`config.mk`:
```
export PLATFORM = sky130hd
export DESIGN_NAME = countdown_ctrl
export DESIGN_NICKNAME = d
export VERILOG_FILES = /design/src/rtl/countdown_ctrl_pkg.sv /design/src/rtl/countdown_ctrl_tick_prescaler.sv /design/src/rtl/countdown_ctrl.sv
export SDC_FILE = /design/constraint.sdc
export NUM_CORES = 1
export LEC_CHECK = 0
export BUFFER_PORTS_ARGS = -buffer_cell sky130_fd_sc_hd__buf_2
export CAP_MARGIN = 30
export CORE_MARGIN = 10
export CORE_UTILIZATION = 50
export CTS_CLUSTER_DIAMETER = 30
export DETAILED_ROUTE_END_ITERATION = 7
export PLACE_DENSITY = 0.72
export SETUP_SLACK_MARGIN = 0.15
export SYNTH_ARGS = -nofsm -noshare
export SYNTH_HDL_FRONTEND = slang
export SYNTH_SLANG_ARGS = --single-unit
```
`constraint.sdc`:
```
create_clock -name clk -period 2 [get_ports clk]
set_input_delay 0.1 -clock clk [delete_from_list [all_inputs] [get_ports clk]]
set_output_delay 0.1 -clock clk [all_outputs]
set_load 0.02 [all_outputs]
```
`src/rtl/countdown_ctrl_pkg.sv`:
```
// Shared definitions for the countdown controller: FSM state encoding and
// the BCD nibble clamp applied to the preset.
package countdown_ctrl_pkg;

   typedef enum logic [2:0] {
      ST_IDLE    = 3'd0,
      ST_LOAD    = 3'd1,
      ST_ARMED   = 3'd2,
      ST_RUN     = 3'd3,
      ST_PAUSED  = 3'd4,
      ST_EXPIRED = 3'd5
   } state_e;

   localparam logic [3:0] BCD_MAX = 4'd9;

   // Non-decimal codes A..F are treated as the largest legal digit.
   function automatic logic [3:0] clamp_nibble(input logic [3:0] i_nib);
      return (i_nib > BCD_MAX) ? BCD_MAX : i_nib;
   endfunction

endpackage

```
`src/rtl/countdown_ctrl_tick_prescaler.sv`:
```
// Modulo-DIV cycle counter; tick is asserted combinationally during the
// enabled cycle in which the count sits at DIV-1 (the count wraps to 0 there).
module tick_prescaler #(
   parameter int DIV = 50000000
) (
   input  logic clk,
   input  logic rst,
   input  logic en,
   input  logic clr,
   output logic tick
);

   localparam int            CW   = (DIV > 2) ? $clog2(DIV) : 1;
   localparam logic [CW-1:0] LAST = CW'(DIV - 1);

   logic [CW-1:0] r_count;

   // NOTE: rst is tested inside the clocked block, so it acts only on a clock
   // edge (synchronous); state is updated with <= so all flops see pre-edge values.
   always_ff @(posedge clk) begin
      if (!rst) begin
         r_count <= '0;
      end else if (clr) begin
         r_count <= '0;
      end else if (en) begin
         r_count <= (r_count == LAST) ? '0 : r_count + CW'(1);
      end
   end

   assign tick = en && !clr && (r_count == LAST);

endmodule

```
`src/rtl/countdown_ctrl.sv`:
```
// Master end of the BCD countdown borrow chain: loads clamped presets into the
// digits, issues prescaled borrow ticks to the LSD and detects expiry.
module countdown_ctrl
   import countdown_ctrl_pkg::*;
#(
   parameter int NUM_DIGITS = 4,
   parameter int TICK_DIV   = 50000000
) (
   input  logic                    clk,
   input  logic                    rst,
   input  logic                    load,
   input  logic                    start,
   input  logic                    pause,
   input  logic [4*NUM_DIGITS-1:0] preset_value,
   input  logic                    all_zero,
   output logic                    reconfig,
   output logic [4*NUM_DIGITS-1:0] starting_digits,
   output logic                    borrow_tick,
   output logic                    running,
   output logic                    expired
);

   localparam int W = 4 * NUM_DIGITS;

   state_e         r_state;
   state_e         w_next_state;
   logic [W-1:0]   r_digits;
   logic [W-1:0]   w_clamped;
   logic           r_borrow_tick;
   logic           w_load_req;
   logic           w_count_en;
   logic           w_tick;

   assign w_load_req = load && (r_state != ST_LOAD);

   // Only undisturbed RUN cycles advance the prescaler: a load, an expiry or a
   // pause seen in RUN freezes it, so ticks never fire below zero or while paused.
   assign w_count_en = (r_state == ST_RUN) && !w_load_req && !all_zero && !pause;

   tick_prescaler #(
      .DIV (TICK_DIV)
   ) u_prescaler (
      .clk  (clk),
      .rst  (rst),
      .en   (w_count_en),
      .clr  (w_load_req),
      .tick (w_tick)
   );

   always_comb begin
      w_clamped = '0;
      for (int d = 0; d < NUM_DIGITS; d++) begin
         w_clamped[4*d +: 4] = clamp_nibble(preset_value[4*d +: 4]);
      end
   end

   // NOTE: every output of this block is given a default before the case, so
   // no path leaves it unassigned and no latch is inferred.
   always_comb begin
      w_next_state = r_state;
      if (w_load_req) begin
         w_next_state = ST_LOAD;
      end else begin
         case (r_state)
            ST_IDLE:    w_next_state = ST_IDLE;
            ST_LOAD:    w_next_state = (r_digits == '0) ? ST_EXPIRED : ST_ARMED;
            ST_ARMED: begin
               // Digit flags are still settling from reconfig, so all_zero is not consulted.
               if (start && !pause) w_next_state = ST_RUN;
            end
            ST_RUN: begin
               if (all_zero)   w_next_state = ST_EXPIRED;
               else if (pause) w_next_state = ST_PAUSED;
            end
            ST_PAUSED: begin
               if (!pause) w_next_state = ST_RUN;
            end
            ST_EXPIRED: w_next_state = ST_EXPIRED;
            default:    w_next_state = ST_IDLE;
         endcase
      end
   end

   always_ff @(posedge clk) begin
      if (!rst) begin
         r_state       <= ST_IDLE;
         r_digits      <= '0;
         r_borrow_tick <= 1'b0;
      end else begin
         r_state       <= w_next_state;
         r_borrow_tick <= w_tick;
         if (w_load_req) r_digits <= w_clamped;
      end
   end

   assign reconfig        = (r_state == ST_LOAD);
   assign running         = (r_state == ST_RUN);
   assign expired         = (r_state == ST_EXPIRED);
   assign starting_digits = r_digits;
   assign borrow_tick     = r_borrow_tick;

endmodule
```
==> qor.yml, run 1 <==
post_layout_nonfiller_instances: 399
setup_viol_count_final: 0
timing.setup.tns_ns: 0
drt_first_iter_violations: 144
maxClockFrequency_ghz: 0.525
synth_async_sr_flop_share_pct: 0
final_antenna_net_count: 0
final.fill_count: 357
worst-setup-path-type: "reg -> reg"
min_path_cells: 3
worst_skew_pair.late_latency_ns: 0.29
reg_clk_slew_reported_paths_ns: 0.09
max_slew_violation_count: 0
core_area_sq_um: 4380
worstHoldPathType: "in -> reg"
tightestPinTransition_ns: 0.439
ctsHtreeMaxLevel: 2
drt-wirelength-per-cell_microns: 15.0
drt_pass1_iterations: 5
global_route_wire_length_before_repair_mm: 9.85
slew_headroom_pct: 70.6
synth-seq-cells: 46
synth.cell_area_sq_um: 2270
start_util_pct: 51.9
cp.arrival_ns: 2.09
dpl.cell_count: 384
worst_r2r_path_depth: 5
dpl_worst_slack_ns: 0.0315
post_route_cells_drive_above_1_share_pct: 34.9
tritoncts.num_buffers: 5
rows: 24
unrepaired_setup_endpoints_after_global_routing: "true"
syn-instance-count: 277
finalHoldViolations: 0
max_cap_violations: 0
seqCellArea_sq_um: 937
hpwlAfterDp_mm: 4.41
routed_via_density: 5.59
netlist.top_cell.by_area: "sky130_fd_sc_hd__dfxtp_1"
syn_nets: 300
die-width_microns: 87.4
run_status: "finished clean"
synth_largest_type_area_fraction_pct: 40.5
grt_max_degree: 19
grt_pass1_vias: 2208
clock-sinks: 46
muxShareOfSynthArea_pct: 0
layout_setup_ws_ns: 0.0936
synth_top_cells_by_area: "sky130_fd_sc_hd__dfxtp_1 41%, sky130_fd_sc_hd__a21oi_1 5.3%, sky130_fd_sc_hd__nand2_1 4.6%"
ys.warnings.count: 0
yosys.cell_types.count: 47
synth-simple-area-share_pct: 34.1
count_of_flip_flops_with_a_built_in_enable_after_synthesis: 0
diodes: 0
syn-mean-instance-area_sq_um: 8.21
clock_tree.buffer_depth: 2
grt-ovfl-total: 0
worstPathRequired_ns: 2.18
wirelength_mm: 5.98
drt_drc: 0
critical_path.startpoint_type: "flop"
areaGrowthSynthToFinish_pct: 29.5
clk_root_buffer_cell: "sky130_fd_sc_hd__clkbuf_8"
cts_tree: "built"
final_period_minus_worst_setup_slack_ns: 1.91
synth_compound_gate_area_share_pct: 14.5
rd_place_congestion: 0.796
layout_common_cells: "41 x sky130_fd_sc_hd__buf_2, 35 x sky130_fd_sc_hd__dfxtp_1, 31 x sky130_fd_sc_hd__buf_4"
reported_leakage_power_nw: 1.14
vdd.ir_drop.worst_v: 0.000383
dominantRegCellSynth: "sky130_fd_sc_hd__dfxtp_1"
dieHeight_microns: 87.4
synth_fa_ha_area_share_pct: 0.550
vias: 2230
report.power.total_mw: 1.92
cp-end-kind: "flop"
final_net_count: 369
antenna_violations_before_repair: 0
footprint_of_the_multi_input_gates_sq_um: 1320
die_area_sq_um: 7640
worst-path-max-fanout: 8
post_synthesis_share_of_cell_area_spent_on_xor_and_xnor_gates_pct: 5.78
power_density_nw_per_um2: 651
synth_sequential_area_ratio_pct: 40.5
layout.cells.most_common: "sky130_fd_sc_hd__buf_2"
clock_skew_ns: 0.00823
dominant_combinational_cell_family_by_area_after_synthesis: "simple AND/OR/NAND/NOR gates"
io_pins: 42
cts_hold_repair.buffers: 0
portBuffers: 41
total_grt_usage_pct: 15.5
ratio_of_final_minimum_period_to_clock_period_pct: 95.3
## logic make-up (layout without fill, tap and decap cells)
group,count (synthesis),after routing
AO/OA/AOI/OAI,54,54
XOR/XNOR,15,15
adder cells (fa/ha/maj),1,1
buffers and inverters,22,92
flip-flops,46,46
AND/OR/NAND/NOR,139,139
## layer usage
metal | GRT usage, % | share of wire (%) | vias to the layer above
met5 | 0 | 0 | -
met4 | 3.19 | 1.0 | 0
met3 | 4.40 | 5.7 | 8
met2 | 26.7 | 49 | 53
met1 | 18.6 | 44 | 1045
li1 | - | - | 1124
## worst max-delay path: stages (launching register included)
cell and delay [ns]:
sky130_fd_sc_hd__dfxtp_1 0.36, sky130_fd_sc_hd__or4b_4 0.53, sky130_fd_sc_hd__or4_4 0.46, sky130_fd_sc_hd__o21ai_4 0.24, sky130_fd_sc_hd__buf_12 0.16, sky130_fd_sc_hd__nor2_2 0.03
## synth_stat cells, drive strengths merged (2+ instances only)
cell    instances
or3             7
o21ai          13
dfxtp          46
inv             9
nor3           13
nand2          29
xnor2          12
or4             2
and3            5
nand3          10
nor4           10
nand4           7
nand3b         10
and4            4
o211ai          2
a21oi          24
a31oi           4
xor2            3
clkbuf          7
or4b            2
nand2b          2
o21a            5
nor2           33
buf             5
## metrics by stage
stage                     instance area [sq um]  hold slack (ns)  utilization (%)
after floorplan                            2300            0.236                -
after global placement                     2700            0.367             61.6
after detailed placement                   2700            0.372             61.6
after CTS                                  2900           0.0477             66.0
after global routing                       2940           0.0593             67.2
final                                      2940           0.0562             67.2
## flip-flops by register name, indices dropped and copies added (netlist names)
signal / cells
starting_digits: 16
r_state: 3
borrow_tick: 1
u_prescaler.r_count: 26
## area by class of cell
| cell class | instances | share of cell area, % |
|---|---|---|
| multi-input combinational | 209 | 44.9 |
| sequential | 46 | 31.8 |
| timing repair buffer | 74 | 15.9 |
| clock buffer | 5 | 2.34 |
| tap | 52 | 2.21 |
| inverter | 10 | 1.44 |
| clock inverter | 3 | 1.36 |
## final timing paths
check,slack (ns),end,startpoint
worst max register to register,0.09,u_prescaler.r_count[15]$_SDFFE_PP0P_,u_prescaler.r_count[18]$_SDFFE_PP0P_
worst min-delay path,0.06,starting_digits[11]$_SDFFE_PN0P_,preset_value[11]
worst min register to register,0.47,starting_digits[9]$_SDFFE_PN0P_,starting_digits[9]$_SDFFE_PN0P_
worst max-delay path,0.09,u_prescaler.r_count[15]$_SDFFE_PP0P_,u_prescaler.r_count[18]$_SDFFE_PP0P_
## power by group
part           internal, mW  switching (mW)  total [mW]
clock network         0.368           0.309       0.677
registers             0.941          0.0213       0.963
logic                 0.110           0.167       0.277
total                  1.42           0.497        1.92
## repair_timing
action	in CTS	in global routing
pin swaps	5	5
setup buffers	6	1
gates resized for setup	13	11
setup endpoints to repair	21	21
(Power assumes the default switching activity.)
==> run 2: changes to the inputs <==
--- a/config.mk
+++ b/config.mk
@@ -9,7 +9,9 @@
 export CAP_MARGIN = 30
+export CELL_PAD_IN_SITES_DETAIL_PLACEMENT = 2
+export CELL_PAD_IN_SITES_GLOBAL_PLACEMENT = 2
 export CORE_MARGIN = 10
-export CORE_UTILIZATION = 50
+export CORE_UTILIZATION = 32
 export CTS_CLUSTER_DIAMETER = 30
 export DETAILED_ROUTE_END_ITERATION = 7
-export PLACE_DENSITY = 0.72
+export PLACE_DENSITY = 0.74
 export SETUP_SLACK_MARGIN = 0.15
==> constraint.sdc (replaced) <==
create_clock -name clk -period 2.1 [get_ports clk]
set_input_delay 0.105 -clock clk [delete_from_list [all_inputs] [get_ports clk]]
set_output_delay 0.105 -clock clk [all_outputs]
set_load 0.05 [all_outputs]
==> run 2 against run 1 <==
Compared with the run above: sequential share of layout area shrank 0.075 points; clock power shrank 0.7%; sequential power shrank 4.8%; power grew 0.52%.
==> qor.yml, run 2 (synthesis gave the netlist of run 1 again) <==
run_status: "finished clean"
crit_family: "simple AND/OR/NAND/NOR gates"
routed_via_density: 5.32
cts_tree: "built"
final.fill_count: 772
areaGrowthSynthToFinish_pct: 30.3
global_route_wire_length_before_repair_mm: 13.4
diodes: 0
cp.arrival_ns: 2.30
slowest_stage: "sky130_fd_sc_hd__or4_4"
grt-ovfl-total: 0
seqCellArea_sq_um: 941
footprint_of_the_multi_input_gates_sq_um: 1310
finalHoldViolations: 0
drt_drc: 0
ratio_of_final_minimum_period_to_clock_period_pct: 99.5
drt-wirelength-per-cell_microns: 19.2
dpl.cell_count: 422
worstPathRequired_ns: 2.31
total_grt_usage_pct: 14.8
rd_place_congestion: 0.796
critical_path.cell_chain: "nor4b_4 -> nand4_1 -> or4_4 -> o21ai_4 -> buf_12 -> nor2_2"
cp-end-kind: "flop"
final_antenna_net_count: 0
clock_skew_ns: 0.0105
die_area_sq_um: 10900
worst-setup-path-type: "reg -> reg"
worst_skew_pair.late_latency_ns: 0.31
io_pins: 42
r2r-start: "u_prescaler.r_count[11]$_SDFFE_PP0P_"
hpwlAfterDp_mm: 5.79
final_net_count: 366
vias: 2339
cts_hold_repair.buffers: 0
tightestPinTransition_ns: 0.525
setup_viol_count_final: 0
grt_max_degree: 19
core_area_sq_um: 6830
rows: 30
die-width_microns: 104
clk_root_buffer_cell: "sky130_fd_sc_hd__clkbuf_8"
maxClockFrequency_ghz: 0.479
max_flop_register: "u_prescaler.r_count"
portBuffers: 41
vdd.ir_drop.worst_v: 0.000249
clock-sinks: 46
post_route_cells_drive_above_1_share_pct: 32.8
worst-path-max-fanout: 8
reg_clk_slew_reported_paths_ns: 0.09
layout_common_cells: "41 x sky130_fd_sc_hd__buf_2, 36 x sky130_fd_sc_hd__dfxtp_1, 28 x sky130_fd_sc_hd__nand2_1, 28 x sky130_fd_sc_hd__buf_4, 23 x sky130_fd_sc_hd__nor2_1"
report.power.total_mw: 1.93
worstHoldPathType: "in -> reg"
critical_path.startpoint_type: "flop"
slew_headroom_pct: 64.9
worst_path_largest_cell_delay_ns: 0.61
largest_reg_flops: 26
max_cap_violations: 0
grt_pass1_vias: 2618
post_layout_nonfiller_instances: 440
dieHeight_microns: 104
layout.cells.most_common: "sky130_fd_sc_hd__buf_2"
setup.worst_path.start: "u_prescaler.r_count[11]$_SDFFE_PP0P_"
drt_pass1_iterations: 4
reported_leakage_power_nw: 1.10
hold_path_startpoint: "preset_value[12]"
antenna_violations_before_repair: 0
drt_first_iter_violations: 56
unrepaired_setup_endpoints_after_global_routing: "true"
final_period_minus_worst_setup_slack_ns: 2.09
path_buf_inv: 1
wirelength_mm: 8.45
start_util_pct: 33.3
clock_tree.buffer_depth: 2
timing.setup.tns_ns: 0
power_density_nw_per_um2: 650
max_slew_violation_count: 0
tritoncts.num_buffers: 5
ctsHtreeMaxLevel: 2
run 2: cell count changes in the layout (fill, tap and decap cells not counted), sizes merged:
cell	previous run	this run
clkbuf	5	7
clkinv	3	1
buf	74	71
run 2: stage by stage:
stage | util [%] | setup WS [ns] | hold slack, ns | area [sq um]
after global routing | 43.4 | -0.0341 | 0.0772 | 2960
after global placement | 39.5 | 0.0909 | 0.376 | 2700
after CTS | 42.4 | 0.153 | 0.0624 | 2900
after detailed placement | 39.5 | 0.0130 | 0.386 | 2700
after floorplan | - | 0.155 | 0.241 | 2290
final | 43.4 | 0.0113 | 0.0551 | 2960
run 2: worst min-delay path, delay by kind of cell:
kind | cells | cell delay (ns)
buf+inv | 1 | 0.07
simple gates | 2 | 0.14
run 2: final cells by class:
| cell class | count | share of cell area, % |
|---|---|---|
| tap | 96 | 4.05 |
| sequential | 46 | 31.8 |
| timing repair buffer | 71 | 15.1 |
| clock inverter | 1 | 1.01 |
| inverter | 10 | 1.44 |
| multi-input combinational | 209 | 44.1 |
| clock buffer | 7 | 2.58 |
run 2: timing repair:
item,4_1_cts,5_1_grt
buffers inserted,6,4
endpoints found under the hold margin,0,0
endpoints found under the setup margin,21,20
resized for setup,13,14
pin swaps,4,4
run 2: where the power goes:
part	switching [mW]	internal [mW]	total, mW	leakage (nW)
clock	0.316	0.357	0.672	0.0524
combinational	0.228	0.108	0.337	0.671
sequential	0.0230	0.894	0.917	0.379
total	0.567	1.36	1.93	1.10
run 2: path summary, 6_finish.rpt:
check                                               to  slack [ns]  cells after the start
hold reg to reg   u_prescaler.r_count[12]$_SDFFE_PP0P_        0.47                      1
setup / recovery  u_prescaler.r_count[20]$_SDFFE_PP0P_        0.01                      6
setup reg to reg  u_prescaler.r_count[20]$_SDFFE_PP0P_        0.01                      6
hold / removal        starting_digits[12]$_SDFFE_PN0P_        0.06                      3
run 2: per-layer routing:
layer  share of wire (%)  up-vias  routed length [microns]  GRT usage [%]
met5                   0        -                        0              0
met4                 1.8        0                      153           5.47
met3                 4.5       13                      378           3.97
met2                  50       42                     4240           25.1
met1                  44     1161                     3680           17.3
li1                    -     1123                        -              -
==> run 3: changes to the inputs <==
Settings changed: ABC_AREA set to 1, CORE_UTILIZATION 32 to 30, PLACE_DENSITY 0.74 to 0.75.
==> run 3 against run 2 <==
Compared with the run above: setup slack better by 0.36 ns; hold slack worse by 0.021 ns; synthesized cell count up 38%; global-route usage shrank 1.8 points; core utilization decreased by 7.7 points; die area increased by 14%; critical path type unchanged; critical endpoint is now u_prescaler.r_count[22]$_SDFFE_PP0P_; largest power group unchanged.
==> qor.yml, run 3 <==
post_route_cells_drive_above_1_share_pct: 16.0
layout.cells.most_common: "sky130_fd_sc_hd__nand2_1"
cts_tree: "built"
start_util_pct: 30.6
clock_skew_ns: 0.00715
footprint_of_the_multi_input_gates_sq_um: 1330
setup_viol_count_final: 0
portBuffers: 41
finalHoldViolations: 0
reported_leakage_power_nw: 1.30
worst-setup-path-type: "reg -> reg"
layout_common_cells: "98 x sky130_fd_sc_hd__nand2_1, 73 x sky130_fd_sc_hd__nor2_1, 49 x sky130_fd_sc_hd__inv_1"
reg_clk_slew_reported_paths_ns: 0.09
worst_skew_pair.late_latency_ns: 0.30
drt_drc: 0
run_status: "finished clean"
cp-end-kind: "flop"
diodes: 0
drt_pass1_iterations: 4
antenna_violations_before_repair: 0
clock-sinks: 46
worstHoldPathType: "in -> reg"
tritoncts.num_buffers: 5
maxClockFrequency_ghz: 0.577
slew_headroom_pct: 76.2
clk_root_buffer_cell: "sky130_fd_sc_hd__clkbuf_8"
timing.setup.tns_ns: 0
dieHeight_microns: 111
clock_tree.buffer_depth: 2
hold_path_startpoint: "preset_value[12]"
die_area_sq_um: 12300
worst-path-max-fanout: 11
post_cts.resized_instances: 0
dpl_worst_slack_ns: 0.376
post-cts-setup-buffers: 0
cp.arrival_ns: 1.94
dominantRegCellSynth: "sky130_fd_sc_hd__dfxtp_1"
vdd.ir_drop.worst_v: 0.000231
synth_async_sr_flop_share_pct: 0
vias: 2540
synth.cell_area_sq_um: 2490
setup.worst_path.start: "u_prescaler.r_count[0]$_SDFFE_PP0P_"
critical_path.startpoint_type: "flop"
synth_largest_type_area_fraction_pct: 37.0
dpl.cell_count: 523
die-width_microns: 111
netlist.top_cell.by_area: "sky130_fd_sc_hd__dfxtp_1"
r2r-start: "u_prescaler.r_count[0]$_SDFFE_PP0P_"
syn-mean-instance-area_sq_um: 6.50
ys.warnings.count: 0
max_cap_violations: 0
wirelength_mm: 8.01
post_layout_nonfiller_instances: 531
final_net_count: 448
synth-seq-cells: 46
syn_nets: 406
count_of_flip_flops_with_a_built_in_enable_after_synthesis: 0
tightestPinTransition_ns: 0.356
ff2ff_setup_slack_ns: 0.37
core_area_sq_um: 8130
syn-instance-count: 383
total_grt_usage_pct: 13.0
io_pins: 42
seqCellArea_sq_um: 921
unrepaired_setup_endpoints_after_global_routing: "false"
synth_top_cells_by_area: "sky130_fd_sc_hd__dfxtp_1 37%, sky130_fd_sc_hd__nand2_1 15%, sky130_fd_sc_hd__nor2_1 11%"
hpwlAfterDp_mm: 6.46
drt_first_iter_violations: 96
finish.utilization_pct: 35.7
grt_max_degree: 16
power_density_nw_per_um2: 645
final_antenna_net_count: 0
yosys.cell_types.count: 31
global_route_wire_length_before_repair_mm: 13.5
grt-ovfl-total: 0
routed_via_density: 4.78
grt_pass1_vias: 2770
max_slew_violation_count: 0
rd_place_congestion: 0.770
drt-wirelength-per-cell_microns: 15.1
ctsHtreeMaxLevel: 2
areaGrowthSynthToFinish_pct: 16.5
synth_sequential_area_ratio_pct: 37.0
final.fill_count: 1044
rows: 33
ys_top_cells_by_count: "98 x sky130_fd_sc_hd__nand2_1, 73 x sky130_fd_sc_hd__nor2_1, 49 x sky130_fd_sc_hd__inv_1, 46 x sky130_fd_sc_hd__dfxtp_1, 30 x sky130_fd_sc_hd__nand3_1"
max_flop_register: "u_prescaler.r_count"
worstPathRequired_ns: 2.31
layout_setup_ws_ns: 0.368
cts_hold_repair.buffers: 0
ratio_of_final_minimum_period_to_clock_period_pct: 82.5
largest_reg_flops: 26
yosys.cell_count.top_type: "sky130_fd_sc_hd__nand2_1"
final_period_minus_worst_setup_slack_ns: 1.73
run 3: cell count changes in the layout (fill, tap and decap cells not counted), moves of 9 or more:
cell                       change
sky130_fd_sc_hd__nand2_1      +70
sky130_fd_sc_hd__nor2_1       +50
sky130_fd_sc_hd__inv_1        +41
sky130_fd_sc_hd__buf_4        -28
sky130_fd_sc_hd__nand3_1      +20
sky130_fd_sc_hd__dfxtp_1      +10
sky130_fd_sc_hd__a21oi_1       -9
sky130_fd_sc_hd__nand3b_1      -9
sky130_fd_sc_hd__nor4_1        -9
sky130_fd_sc_hd__xnor2_1       -9
run 3: where the power goes:
group          switching, mW  leakage (nW)  internal, mW
Sequential            0.0214         0.374         0.896
Combinational          0.197         0.873        0.0699
Clock                  0.333        0.0514         0.356
run 3: worst paths after layout:
kind	endpoint	cells past startpoint
worst max-delay path	u_prescaler.r_count[22]$_SDFFE_PP0P_	10
worst max register to register	u_prescaler.r_count[22]$_SDFFE_PP0P_	10
worst min-delay path	starting_digits[12]$_SDFFE_PN0P_	3
worst min register to register	starting_digits[7]$_SDFFE_PN0P_	2
run 3: cell type report:
cell class              instances  area share (%)
clock inverters                 2            1.29
well taps                     105            4.53
repair buffers                 41            7.07
inverters                      55            7.11
flip-flops and latches         46            31.7
multi-input cells             276            45.8
clock buffers                   6            2.50
run 3: metal layers:
layer	global-route usage (%)	vias up	share of wire (%)
li1	-	1288	-
met1	15.9	1217	47
met2	22.9	27	50
met3	2.60	8	2.7
met4	2.83	0	1.1
met5	0	-	0
run 3: per-stage QoR:
step	power, mW	hold slack (ns)	cell area, sq um
global placement	1.20	0.354	2790
floorplan	1.13	0.236	2490
detailed placement	1.21	0.358	2790
CTS	1.89	0.0287	2900
finish	1.87	0.0344	2900
global route	1.96	0.0373	2900
run 3: logic make-up (layout without fill, tap and decap cells):
kind of cell / after synthesis / count (layout) / share of synthesized area [%]
buffers and inverters: 61 / 104 / 9.69
and+or+nand+nor: 233 / 233 / 42.7
adders and majority gates: 1 / 1 / 0.502
AOI/OAI and AO/OA: 36 / 36 / 8.04
DFF: 46 / 46 / 37.0
xor gates and xnor gates: 6 / 6 / 2.11
run 3: critical path, stage by stage, from the launching register on:
cell	delay [ns]
sky130_fd_sc_hd__dfxtp_1	0.40
sky130_fd_sc_hd__ha_1	0.19
sky130_fd_sc_hd__nand3_1	0.13
sky130_fd_sc_hd__inv_1	0.16
sky130_fd_sc_hd__nand2_1	0.07
sky130_fd_sc_hd__nor2_1	0.17
sky130_fd_sc_hd__nand3_4	0.11
sky130_fd_sc_hd__nand2_4	0.14
sky130_fd_sc_hd__inv_2	0.13
sky130_fd_sc_hd__nand2_1	0.09
sky130_fd_sc_hd__nor2_1	0.04
